**src/rtl/dut_run_host.sv**
```systemverilog
// dut_run_host: host-side run controller for the processor top level.
//   Back-door loads data memory from a host byte stream while the core is held
//   in init, releases start, waits for halt or a cycle-budget timeout, then
//   streams a fixed result window out of data memory to the host.
// Ports:
//   CLK, reset_n                         clock (posedge), async active-low reset
//   ld_valid/ld_ready/ld_addr/ld_data/ld_last   host load stream
//   dut_start, dut_halt                  core init/start and done handshake
//   mem_sel, mem_wr_en, mem_addr, mem_wr_data, mem_rd_data   data-memory port
//   out_valid/out_ready/out_data/out_last       result stream to host
//   run_cycles, busy, done, timeout, clear      status and DONE->IDLE release
module dut_run_host #(
  parameter logic [7:0]  RD_BASE      = 8'd64,
  parameter int          RD_LEN       = 16,
  parameter int          START_CYCLES = 2,
  parameter logic [15:0] TIMEOUT      = 16'd50000
) (
  input  logic        CLK,
  input  logic        reset_n,
  input  logic        ld_valid,
  output logic        ld_ready,
  input  logic [7:0]  ld_addr,
  input  logic [7:0]  ld_data,
  input  logic        ld_last,
  output logic        dut_start,
  input  logic        dut_halt,
  output logic        mem_sel,
  output logic        mem_wr_en,
  output logic [7:0]  mem_addr,
  output logic [7:0]  mem_wr_data,
  input  logic [7:0]  mem_rd_data,
  output logic        out_valid,
  input  logic        out_ready,
  output logic [7:0]  out_data,
  output logic        out_last,
  output logic [15:0] run_cycles,
  output logic        busy,
  output logic        done,
  output logic        timeout,
  input  logic        clear
);

  typedef enum logic [2:0] {
    S_IDLE, S_LOAD, S_START, S_RUN, S_DRAIN, S_DONE
  } state_e;

  localparam logic [7:0]  LAST_IDX   = 8'(RD_LEN - 1);
  localparam logic [15:0] START_LAST = 16'(START_CYCLES - 1);
  localparam logic [15:0] TO_LAST    = TIMEOUT - 16'd1;

  state_e      state_q;
  logic [7:0]  idx_q,  idx_d;
  logic [15:0] run_q,  run_d;
  logic [15:0] scnt_q;
  logic        to_q;

  logic ld_fire, out_fire, in_load, in_drain;

  assign in_load  = (state_q == S_IDLE) || (state_q == S_LOAD);
  assign in_drain = (state_q == S_DRAIN);
  assign ld_fire  = ld_valid && ld_ready;
  assign out_fire = out_valid && out_ready;

  assign idx_d = idx_q + 8'd1;
  assign run_d = (run_q == 16'hFFFF) ? run_q : run_q + 16'd1;

  always_ff @(posedge CLK or negedge reset_n) begin
    if (!reset_n) begin
      state_q <= S_IDLE;
      idx_q   <= '0;
      run_q   <= '0;
      scnt_q  <= '0;
      to_q    <= 1'b0;
    end else begin
      case (state_q)
        S_IDLE: if (ld_fire) begin
          run_q   <= '0;
          to_q    <= 1'b0;
          scnt_q  <= '0;
          state_q <= ld_last ? S_START : S_LOAD;
        end
        S_LOAD: if (ld_fire && ld_last) begin
          scnt_q  <= '0;
          state_q <= S_START;
        end
        S_START: begin
          if (scnt_q == START_LAST) state_q <= S_RUN;
          else                      scnt_q  <= scnt_q + 16'd1;
        end
        S_RUN: begin
          run_q <= run_d;
          // run_q is 0 only during the first RUN cycle (it never wraps), so a
          // halt left over from the previous run is ignored there. Halt beats
          // timeout when both occur together.
          if (dut_halt && (run_q != 16'd0)) begin
            idx_q   <= '0;
            state_q <= S_DRAIN;
          end else if (run_q == TO_LAST) begin
            to_q    <= 1'b1;
            state_q <= S_DONE;
          end
        end
        S_DRAIN: if (out_fire) begin
          if (out_last) begin
            idx_q   <= '0;
            state_q <= S_DONE;
          end else begin
            idx_q   <= idx_d;
          end
        end
        S_DONE:  if (clear) state_q <= S_IDLE;
        default: state_q <= S_IDLE;
      endcase
    end
  end

  // Outputs decode straight from registered state so an async reset takes
  // effect on them immediately. Load writes pass through in the beat's cycle.
  assign ld_ready    = in_load;
  assign mem_wr_en   = ld_fire;
  assign mem_wr_data = ld_fire ? ld_data : 8'd0;
  assign mem_addr    = ld_fire  ? ld_addr :
                       in_drain ? RD_BASE + idx_q : 8'd0;
  assign dut_start   = in_load || (state_q == S_START);
  assign mem_sel     = (state_q != S_RUN);
  // Address is held while not ready and the core is stopped, so the
  // combinational read data stays stable under backpressure.
  assign out_valid   = in_drain;
  assign out_data    = in_drain ? mem_rd_data : 8'd0;
  assign out_last    = in_drain && (idx_q == LAST_IDX);
  assign run_cycles  = run_q;
  assign busy        = (state_q != S_IDLE) && (state_q != S_DONE);
  assign done        = (state_q == S_DONE);
  assign timeout     = to_q;

endmodule

```
**config.mk**
```make
export PLATFORM = sky130hd
export DESIGN_NAME = dut_run_host
export DESIGN_NICKNAME = d
export VERILOG_FILES = /design/src/rtl/dut_run_host.sv
export SDC_FILE = /design/constraint.sdc
export NUM_CORES = 1
export LEC_CHECK = 0
export ABC_AREA = 1
export CORE_MARGIN = 3
export CORE_UTILIZATION = 50
export DETAILED_ROUTE_END_ITERATION = 10
export PLACE_DENSITY = 0.81
export SETUP_SLACK_MARGIN = 0.2
export SKIP_CTS_REPAIR_TIMING = 1
export SYNTH_ARGS = -nofsm -noshare
export SYNTH_HDL_FRONTEND = slang
export SYNTH_SLANG_ARGS = --single-unit
```
**constraint.sdc**
```tcl
create_clock -name CLK -period 1.85 [get_ports CLK]
set_input_delay 0.37 -clock CLK [delete_from_list [all_inputs] [get_ports CLK]]
set_output_delay 0.37 -clock CLK [all_outputs]
set_load 0.02 [all_outputs]
```
==> results of run 1 <==
==> routing by layer <==
metal,up-vias,GRT usage,part of all wire
met4,0,0.0793,0.050
met2,311,0.466,0.51
met1,2051,0.334,0.36
met3,84,0.0447,0.085
met5,-,0,0
li1,1886,-,-
==> cells by family after synthesis <==
group / after synthesis / synth area share
xor gates and xnor gates: 12 / 0.0325
buffers and inverters: 81 / 0.0998
adders and majority gates: 6 / 0.0232
DFF: 44 / 0.340
AOI/OAI and AO/OA: 40 / 0.0754
and+or+nand+nor: 315 / 0.429
==> area by class of cell <==
cell class                 instances  share of cell area
clock inverter                     2             0.00718
timing repair buffer             148               0.267
multi-input combinational        377               0.433
clock buffer                       6              0.0153
tap                               75              0.0174
inverter                          71              0.0553
sequential                        44               0.205
==> metrics by stage <==
step,hold slack [ns],instances,total power [uW]
after floorplan,0.0744,498,2720
after global placement,0.326,692,3900
after detailed placement,0.330,692,3970
after CTS,0.00292,700,4790
after global routing,0.0104,723,6370
final,-0.00576,723,6170
==> worst min-delay path by stage <==
| stage | start | to | slack [ns] | cells past startpoint |
|---|---|---|---|---|
| after floorplan | reset_n | idx_q[0] | 0.07 | 0 |
| after global placement | reset_n | run_cycles[13] | 0.33 | 1 |
| after detailed placement | reset_n | run_cycles[13] | 0.33 | 1 |
| after CTS | reset_n | run_cycles[9] | 0.003 | 1 |
| after global routing | reset_n | run_cycles[5] | 0.01 | 1 |
| final | reset_n | run_cycles[13] | -0.006 | 1 |
==> state kept, by name (all words and copies together) (netlist names) <==
signal,flops
idx_q,8
run_cycles,16
state_q,3
scnt_q,16
timeout,1
==> power by group through the flow <==
stage | registers, uW | logic, uW | clock network (uW)
floorplan | 1190 | 1530 | 0
global placement | 1140 | 2760 | 0
detailed placement | 1150 | 2820 | 0
CTS | 1130 | 2850 | 803
global route | 1160 | 4360 | 844
finish | 1150 | 4200 | 813
==> critical path, delay by kind of cell (launching register included) <==
kind | cells | cell delay, ns
AND/OR/NAND/NOR | 5 | 0.54
flip-flops | 1 | 0.45
AO/OA/AOI/OAI | 1 | 0.07
buffers and inverters | 3 | 0.34
==> cell usage in the layout (no fill, tap or decap), types with 2 or more instances in the layout <==
cell                                n
sky130_fd_sc_hd__nor2_4            19
sky130_fd_sc_hd__a31o_2             2
sky130_fd_sc_hd__clkinv_4           2
sky130_fd_sc_hd__nand2_4            4
sky130_fd_sc_hd__nand3_4            9
sky130_fd_sc_hd__dlymetal6s2s_1    17
sky130_fd_sc_hd__nand2_1          121
sky130_fd_sc_hd__a22o_4             3
sky130_fd_sc_hd__a21oi_1            3
sky130_fd_sc_hd__nand3_2            5
sky130_fd_sc_hd__nor3_1            10
sky130_fd_sc_hd__ha_1               2
sky130_fd_sc_hd__buf_6             42
sky130_fd_sc_hd__nand2_2           21
sky130_fd_sc_hd__dfrtp_2            6
sky130_fd_sc_hd__o22ai_1            2
sky130_fd_sc_hd__o21ai_2            7
sky130_fd_sc_hd__nor2_1            46
sky130_fd_sc_hd__nand4_1           12
sky130_fd_sc_hd__nor2_2            10
sky130_fd_sc_hd__buf_4             56
sky130_fd_sc_hd__nand3_1           50
sky130_fd_sc_hd__clkdlybuf4s50_1   29
sky130_fd_sc_hd__xnor2_1            2
sky130_fd_sc_hd__o21ai_0            2
sky130_fd_sc_hd__xor2_1            10
sky130_fd_sc_hd__o21bai_4           3
sky130_fd_sc_hd__o21ai_1           14
sky130_fd_sc_hd__clkbuf_8           6
sky130_fd_sc_hd__or2_2              4
sky130_fd_sc_hd__ha_4               3
sky130_fd_sc_hd__inv_2             10
sky130_fd_sc_hd__a21oi_4            2
sky130_fd_sc_hd__inv_1             56
sky130_fd_sc_hd__dfrtp_1           38
==> flow_metrics.env, run 1 <==
export IMPL_swShare=0.468
export IMPL_comb_power_share=0.681
export IMPL_timing_critical_path_arrival_ns=1.70
export IMPL_final_hold_worst_slack_ns=-0.00576
export IMPL_place_hpwl_microns=7570
export IMPL_clock_tree_htree_level_count=2
export IMPL_gp_routability_congestion=0.916
export IMPL_post_route_skew_ns=0.00565
export IMPL_ff_to_ff_end="scnt_q[0]"
export IMPL_netlist_top_cells_area="sky130_fd_sc_hd__dfrtp_1 34%, sky130_fd_sc_hd__nand2_1 17%, sky130_fd_sc_hd__nand3_1 9.3%"
export IMPL_route_detailed_wl_per_inst_microns=19.4
export IMPL_max_slew_worst_pin_slew_ns=0.493
export IMPL_aggregate_global_route_resource_usage=0.266
export IMPL_diodes=0
export IMPL_critPathMaxStageDelay_ns=0.45
export IMPL_failed_checks="negative hold slack, negative setup slack"
export IMPL_firstDrtPassIters=5
export IMPL_synth_yosys_warnings=0
export IMPL_power_per_cell_area_nw_per_um2=1140
export IMPL_total_die_area_sq_um=7470
export IMPL_num_vias=4332
export IMPL_drt_iter0_drc=417
export IMPL_ff2ff_setup_slack_ns=0.03
export IMPL_worst_r2r_startpoint="state_q[0]"
export IMPL_worstSetupEndpoint="mem_addr[4]"
export IMPL_syn_mean_instance_area_sq_um=6.49
export IMPL_synth_fp_nets=535
export IMPL_synth_largest_area_cell="sky130_fd_sc_hd__dfrtp_1"
export IMPL_num_fill_cells=250
export IMPL_timing_critical_path_from="state_q[0]"
export IMPL_power_share_clock=0.132
export IMPL_ys_ff_latch=44
export IMPL_cts_tree="yes"
export IMPL_wirelength_microns=14000
export IMPL_antenna_violations_before_repair=0
export IMPL_rows=28
export IMPL_global_route_wire_length_before_repair_microns=16200
export IMPL_syn_area_sq_um=3230
export IMPL_synthCells=498
export IMPL_synthTopCellsByCount="145 x sky130_fd_sc_hd__nand2_1, 71 x sky130_fd_sc_hd__nor2_1, 67 x sky130_fd_sc_hd__inv_1"
export IMPL_cp_data_required_time_ns=1.48
export IMPL_initial_core_util=0.531
export IMPL_root_buffer_selected_by_cts="sky130_fd_sc_hd__clkbuf_8"
export IMPL_r2r_worst_path_cells=12
export IMPL_drt_vias_per_instance=5.99
export IMPL_fin_setup_tns_ns=-3.39
export IMPL_ys_flop_type="sky130_fd_sc_hd__dfrtp_1"
export IMPL_worst_path_max_delay_cell="sky130_fd_sc_hd__dfrtp_2"
export IMPL_area_share_of_the_leading_cell_type_in_the_synthesized_netlist=0.340
export IMPL_placeable_core_area_sq_um=6100
export IMPL_worst_setup_path_end_kind="output port"
export IMPL_power_frac_seq=0.187
export IMPL_fin_crit_sh=1.12
export IMPL_hp_class="in -> async"
export IMPL_final_routed_drc_violation_total=0
export IMPL_vdd_ir_drop_max_uv=884
export IMPL_cts_sinks=44
export IMPL_synth_seq_area_share=0.340
export IMPL_insertion_delay_ns=0.30
export IMPL_hold_violations=11
export IMPL_fin_area_sq_um=5400
export IMPL_timing_final_ws_setup_ns=-0.218
export IMPL_grt_start_max_net_pins=30
export IMPL_maxCapViolCount=0
export IMPL_cts_reportedPaths_clkPinSlew_ns=0.09
export IMPL_post_synth_arst_share=1.00
export IMPL_timing_critical_path_from_type="flip-flop"
export IMPL_cellInternalPower_uw=3280
export IMPL_fmax_mhz=483
export IMPL_final_antenna_net_count=0
export IMPL_cts_made_buffers=5
export IMPL_multi_input_comb_area_sq_um=2340
export IMPL_maxSlewHeadroom=0.669
export IMPL_finalSetupViolCount=25
export IMPL_finalNetCount=684
export IMPL_syn2layout_area_growth_pct=67.0
export IMPL_die_width_microns=86.4
export IMPL_port_buffer_count=79
export IMPL_synth_edff_count=0
export IMPL_dieHeight_microns=86.4
export IMPL_total_grt_overflow=0
export IMPL_clock_path_buffers=2
export IMPL_vias_in_the_first_global_route=3573
export IMPL_yosysMostFrequentCell="sky130_fd_sc_hd__nand2_1"
export IMPL_critPathMaxFanout=5
export IMPL_post_route_util=0.886
export IMPL_regArea_sq_um=1110
export IMPL_path_cells="nor2_4 > nand2_2 > nand2_2 > inv_2 > nor2_4 > buf_6 > nand2_1 > o21ai_2 > buf_6"
export IMPL_postPlaceCellArea_sq_um=4570
export IMPL_ioPinCount=80
export IMPL_drive_above_1_share=0.352
export IMPL_total_leakage_power_uw=0.00287
export IMPL_rsz0062_at_grt="true"
export IMPL_post_place_ws_ns=-0.466
export IMPL_final_period_minus_worst_setup_slack_ns=2.07
export IMPL_switching_power_uw=2890
export IMPL_status="finished, violations left"
export IMPL_netlist_cell_type_count=37
export IMPL_path_class="reg -> out"
export IMPL_finalMaxSlewViolations=0
Power figures use the tool's default switching activity.
==> inputs of run 2 (changes only) <==
--- a/config.mk
+++ b/config.mk
@@ -11,7 +11,6 @@
 export DETAILED_ROUTE_END_ITERATION = 10
 export PLACE_DENSITY = 0.81
 export SETUP_SLACK_MARGIN = 0.2
-export SKIP_CTS_REPAIR_TIMING = 1
 export SYNTH_ARGS = -nofsm -noshare
 export SYNTH_HDL_FRONTEND = slang
 export SYNTH_SLANG_ARGS = --single-unit
==> flow_metrics.env, run 2 (same netlist as run 1, synthesis figures left out) <==
export IMPL_status="finished, violations left"
export IMPL_failed_checks="negative hold slack, negative setup slack"
export IMPL_root_buffer_selected_by_cts="sky130_fd_sc_hd__clkbuf_8"
export IMPL_firstDrtPassIters=9
export IMPL_aggregate_global_route_resource_usage=0.392
export IMPL_route_detailed_wl_per_inst_microns=28.4
export IMPL_cts_reportedPaths_clkPinSlew_ns=0.10
export IMPL_clock_path_buffers=2
export IMPL_cts_tree="yes"
export IMPL_vdd_ir_drop_max_uv=1020
export IMPL_post_route_skew_ns=0.00789
export IMPL_ioPinCount=80
export IMPL_path_class="reg -> out"
export IMPL_wirelength_microns=21400
export IMPL_gp_routability_congestion=0.916
export IMPL_grt_start_max_net_pins=30
export IMPL_cts_sinks=44
export IMPL_power_per_cell_area_nw_per_um2=1300
export IMPL_hp_class="in -> async"
export IMPL_worst_r2r_startpoint="state_q[0]"
export IMPL_timing_final_ws_setup_ns=-0.350
export IMPL_dieHeight_microns=86.4
export IMPL_total_die_area_sq_um=7470
export IMPL_cts_made_buffers=5
export IMPL_port_buffer_count=79
export IMPL_num_vias=5445
export IMPL_insertion_delay_ns=0.32
export IMPL_fmax_mhz=455
export IMPL_maxCapViolCount=0
export IMPL_timing_critical_path_from_type="flip-flop"
export IMPL_antenna_violations_before_repair=1
export IMPL_syn2layout_area_growth_pct=80.1
export IMPL_finalNetCount=713
export IMPL_final_routed_drc_violation_total=0
export IMPL_initial_core_util=0.531
export IMPL_timing_critical_path_arrival_ns=1.83
export IMPL_cp_data_required_time_ns=1.48
export IMPL_post_place_ws_ns=-0.466
export IMPL_maxSlewHeadroom=0.662
export IMPL_critPathMaxFanout=5
export IMPL_total_leakage_power_uw=0.00288
export IMPL_drive_above_1_share=0.412
export IMPL_die_width_microns=86.4
export IMPL_drt_vias_per_instance=7.24
export IMPL_diodes=0
export IMPL_cts_hold_fix_buffers=0
export IMPL_global_route_wire_length_before_repair_microns=22800
export IMPL_final_period_minus_worst_setup_slack_ns=2.20
export IMPL_placeable_core_area_sq_um=6100
export IMPL_final_antenna_net_count=0
export IMPL_clock_tree_htree_level_count=2
export IMPL_finalMaxSlewViolations=0
export IMPL_rows=28
export IMPL_hold_violations=15
export IMPL_drt_iter0_drc=946
export IMPL_fin_crit_sh=1.19
export IMPL_place_hpwl_microns=7570
export IMPL_max_slew_worst_pin_slew_ns=0.503
export IMPL_finalSetupViolCount=67
export IMPL_vias_in_the_first_global_route=4511
export IMPL_total_grt_overflow=0
export IMPL_rsz0062_at_grt="true"
export IMPL_timing_critical_path_from="state_q[0]"
export IMPL_worst_setup_path_end_kind="output port"
export IMPL_layout_commonest_cell="sky130_fd_sc_hd__nand2_1"
export IMPL_final_hold_worst_slack_ns=-0.0184
export IMPL_mostFrequentLayoutCells="110 x sky130_fd_sc_hd__nand2_1, 63 x sky130_fd_sc_hd__buf_4, 59 x sky130_fd_sc_hd__buf_6"
[run 2: through the flow]
stage	total power (uW)	util	cell area [sq um]	instances	TNS, ns
after floorplan	2720	-	3360	498	-0.474
after global placement	3900	0.749	4570	692	-8.53
after detailed placement	3970	0.749	4570	692	-9.91
after CTS	5740	0.852	5190	728	-2.22
final	7570	0.955	5820	752	-10.51
after global routing	7690	0.955	5820	752	-12.42
[run 2: worst paths after layout]
kind,to,slack (ns),cells after the start
min in group CLK,timeout,0.57,2
min reg2reg,timeout,0.57,2
min,run_cycles[9],-0.02,1
max reg2reg,state_q[1],-0.35,16
max in group asynchronous,state_q[1],1.33,2
max,mem_addr[4],-0.35,10
[run 2: area by class of cell]
class                      count  area (sq um)
clock inverter                 2          38.8
multi-input combinational    376          2440
tap                           75          93.8
timing repair buffer         178          1760
sequential                    44          1110
fill                         150           272
clock buffer                   6          82.6
inverter                      71           294
[run 2: metal layers]
metal	GRT usage	vias up	part of all wire
met5	0	-	0.00080
met4	0.266	2	0.13
met3	0.0865	341	0.16
met2	0.670	780	0.42
met1	0.432	2380	0.30
li1	-	1942	-
[run 2: timing repair]
| action | CTS | global route |
|---|---|---|
| cloned | 4 | 2 |
| pin swaps | 15 | 36 |
| setup buffers | 24 | 22 |
| resized for setup | 272 | 126 |
| endpoints found under the hold margin | 0 | 0 |
| endpoints found under the setup margin | 75 | 76 |
[run 2: where the power goes]
group	leakage (uW)	switching (uW)	internal (uW)
Clock	0.0000614	403	443
Sequential	0.000601	134	1050
Combinational	0.00222	3100	2440
[run 2: worst max-delay path, stage by stage, from the launching register on]
cell and delay, ns:
sky130_fd_sc_hd__dfrtp_2 0.47, sky130_fd_sc_hd__inv_2 0.08, sky130_fd_sc_hd__nor2_4 0.11, sky130_fd_sc_hd__nand2_2 0.09, sky130_fd_sc_hd__nand2_2 0.10, sky130_fd_sc_hd__inv_2 0.06
sky130_fd_sc_hd__nor2_4 0.14, sky130_fd_sc_hd__buf_6 0.17, sky130_fd_sc_hd__nand2_4 0.06, sky130_fd_sc_hd__o21ai_4 0.07, sky130_fd_sc_hd__buf_6 0.15
==> inputs of run 3 (changes only) <==
--- a/config.mk
+++ b/config.mk
@@ -6,7 +6,7 @@
 export NUM_CORES = 1
 export LEC_CHECK = 0
 export ABC_AREA = 1
-export CORE_MARGIN = 3
+export CORE_MARGIN = 5
 export CORE_UTILIZATION = 50
 export DETAILED_ROUTE_END_ITERATION = 10
 export PLACE_DENSITY = 0.81
==> flow_metrics.env, run 3 (same netlist as run 1, synthesis figures left out) <==
export IMPL_clock_path_buffers=2
export IMPL_comb_power_share=0.727
export IMPL_port_buffer_count=79
export IMPL_cts_tree="yes"
export IMPL_wirelength_microns=17600
export IMPL_path_cells="nor2_4 > nand2_2 > nand2_2 > inv_2 > nor2_4 > buf_6 > nand2_2 > o21ai_2 > buf_6"
export IMPL_cellInternalPower_uw=3770
export IMPL_regArea_sq_um=1110
export IMPL_place_hpwl_microns=7670
export IMPL_antenna_violations_before_repair=0
export IMPL_buf_inv_on_cp=3
export IMPL_finalNetCount=708
export IMPL_drt_iter0_drc=725
export IMPL_global_route_wire_length_before_repair_microns=19600
export IMPL_swShare=0.471
export IMPL_total_die_area_sq_um=8180
export IMPL_total_leakage_power_uw=0.00280
export IMPL_ioPinCount=80
export IMPL_post_route_skew_ns=0.0183
export IMPL_post_route_util=0.904
export IMPL_insertion_delay_ns=0.31
export IMPL_final_period_minus_worst_setup_slack_ns=2.20
export IMPL_vdd_ir_drop_max_uv=878
export IMPL_dieHeight_microns=90.4
export IMPL_cp_data_required_time_ns=1.48
export IMPL_maxCapViolCount=0
export IMPL_num_vias=4888
export IMPL_hold_violations=0
export IMPL_num_fill_cells=254
export IMPL_crit_path_most_repeated_cell="sky130_fd_sc_hd__nand2_2"
export IMPL_worstSetupPathDepth=9
export IMPL_worst_setup_path_end_kind="output port"
export IMPL_grt_start_max_net_pins=22
export IMPL_rows=29
export IMPL_multi_input_comb_area_sq_um=2410
export IMPL_timing_critical_path_arrival_ns=1.83
export IMPL_cts_sinks=44
export IMPL_initial_core_util=0.512
export IMPL_finalMaxSlewViolations=0
export IMPL_aggregate_global_route_resource_usage=0.288
export IMPL_die_width_microns=90.4
export IMPL_fin_crit_sh=1.19
export IMPL_syn2layout_area_growth_pct=76.5
export IMPL_vias_in_the_first_global_route=4106
export IMPL_max_slew_worst_pin_slew_ns=0.416
export IMPL_critical_path_top_delay_family="simple AND/OR/NAND/NOR gates"
export IMPL_route_detailed_wl_per_inst_microns=23.5
export IMPL_maxSlewHeadroom=0.720
export IMPL_hp_class="in -> async"
export IMPL_timing_critical_path_from_type="flip-flop"
export IMPL_layout_commonest_cell="sky130_fd_sc_hd__nand2_1"
export IMPL_switching_power_uw=3360
export IMPL_post_place_ws_ns=-0.485
export IMPL_worst_r2r_startpoint="run_cycles[1]"
export IMPL_final_routed_drc_violation_total=0
export IMPL_placeable_core_area_sq_um=6310
export IMPL_critPathMaxStageDelay_ns=0.48
export IMPL_fmax_mhz=455
export IMPL_failed_checks="negative setup slack"
export IMPL_cts_reportedPaths_clkPinSlew_ns=0.10
export IMPL_drive_above_1_share=0.387
export IMPL_postPlaceCellArea_sq_um=4580
export IMPL_ff2ff_setup_slack_ns=-0.19
export IMPL_mostFrequentLayoutCells="112 x sky130_fd_sc_hd__nand2_1, 66 x sky130_fd_sc_hd__buf_4, 59 x sky130_fd_sc_hd__inv_1"
export IMPL_power_frac_seq=0.165
export IMPL_rsz0062_at_grt="true"
export IMPL_finalSetupViolCount=70
export IMPL_root_buffer_selected_by_cts="sky130_fd_sc_hd__clkbuf_8"
export IMPL_drt_vias_per_instance=6.53
export IMPL_cts_made_buffers=5
export IMPL_critPathMaxFanout=5
export IMPL_ff_to_ff_end="run_cycles[11]"
export IMPL_timing_final_ws_setup_ns=-0.349
export IMPL_firstDrtPassIters=9
export IMPL_power_per_cell_area_nw_per_um2=1250
export IMPL_total_grt_overflow=0
export IMPL_worst_path_max_delay_cell="sky130_fd_sc_hd__dfrtp_2"
export IMPL_path_class="reg -> out"
export IMPL_gp_routability_congestion=0.945
export IMPL_diodes=0
export IMPL_r2r_worst_path_cells=9
export IMPL_power_share_clock=0.108
export IMPL_final_antenna_net_count=0
export IMPL_status="finished, violations left"
export IMPL_clock_tree_htree_level_count=2
export IMPL_fin_area_sq_um=5710
## run 3: cell types whose count changed in the layout (fill, tap and decap cells not counted), moves of 3 or more
| cell | previous run | this run |
|---|---|---|
| sky130_fd_sc_hd__buf_4 | 63 | 66 |
| sky130_fd_sc_hd__buf_6 | 59 | 52 |
| sky130_fd_sc_hd__inv_2 | 9 | 6 |
| sky130_fd_sc_hd__nand2_2 | 30 | 27 |
| sky130_fd_sc_hd__nand3_2 | 9 | 5 |
| sky130_fd_sc_hd__nor2_1 | 42 | 46 |
| sky130_fd_sc_hd__nor2_2 | 5 | 1 |
| sky130_fd_sc_hd__o21ai_1 | 9 | 12 |
## run 3: how the worst max path moves through the flow
stage               startpoint        endpoint  slack, ns
floorplan           state_q[0]  mem_wr_data[0]      -0.08
detailed placement    ld_valid     mem_addr[6]      -0.49
finish              state_q[0]     mem_addr[6]      -0.35
global placement      ld_valid     mem_addr[3]      -0.45
global route        state_q[0]     mem_addr[3]      -0.38
CTS                 state_q[0]     mem_addr[6]      -0.16
## run 3: through the flow
stage / power [uW] / setup TNS, ns / instances / hold slack (ns)
global placement: 3920 / -9.06 / 696 / 0.289
CTS: 5680 / -2.75 / 728 / 0.509
global route: 7310 / -13.20 / 749 / 0.522
finish: 7130 / -11.07 / 749 / 0.496
floorplan: 2720 / -0.474 / 498 / 0.0744
detailed placement: 3990 / -10.29 / 696 / 0.289
## run 3: repair_timing
action | CTS | global route
gates resized for setup | 261 | 119
hold buffers | 1 | 0
gates cloned | 5 | 1
endpoints found under the hold margin | 11 | 0
setup endpoints to repair | 77 | 75
pin swaps | 35 | 42
buffers inserted | 18 | 20
## run 3: cell type report
| cell class | instances | area share |
|---|---|---|
| Multi-Input combinational cell | 376 | 0.423 |
| Clock buffer | 6 | 0.0127 |
| Timing Repair Buffer | 173 | 0.294 |
| Tap cell | 77 | 0.0169 |
| Clock inverter | 2 | 0.00614 |
| Inverter | 71 | 0.0533 |
| Sequential cell | 44 | 0.194 |
## run 3: per-layer routing
layer,track usage,routed length (microns),vias up
li1,-,-,1934
met1,0.324,5750,2239
met2,0.534,8200,530
met3,0.0408,2070,185
met4,0.128,1550,0
met5,0,0,-
## run 3: power by group through the flow
stage / Clock, uW / Sequential, uW / Combinational [uW]
2_1_floorplan: 0 / 1190 / 1530
3_3_place_gp: 0 / 1150 / 2770
5_1_grt: 801 / 1180 / 5330
4_1_cts: 746 / 1140 / 3790
6_report: 770 / 1180 / 5180
3_5_place_dp: 0 / 1160 / 2830
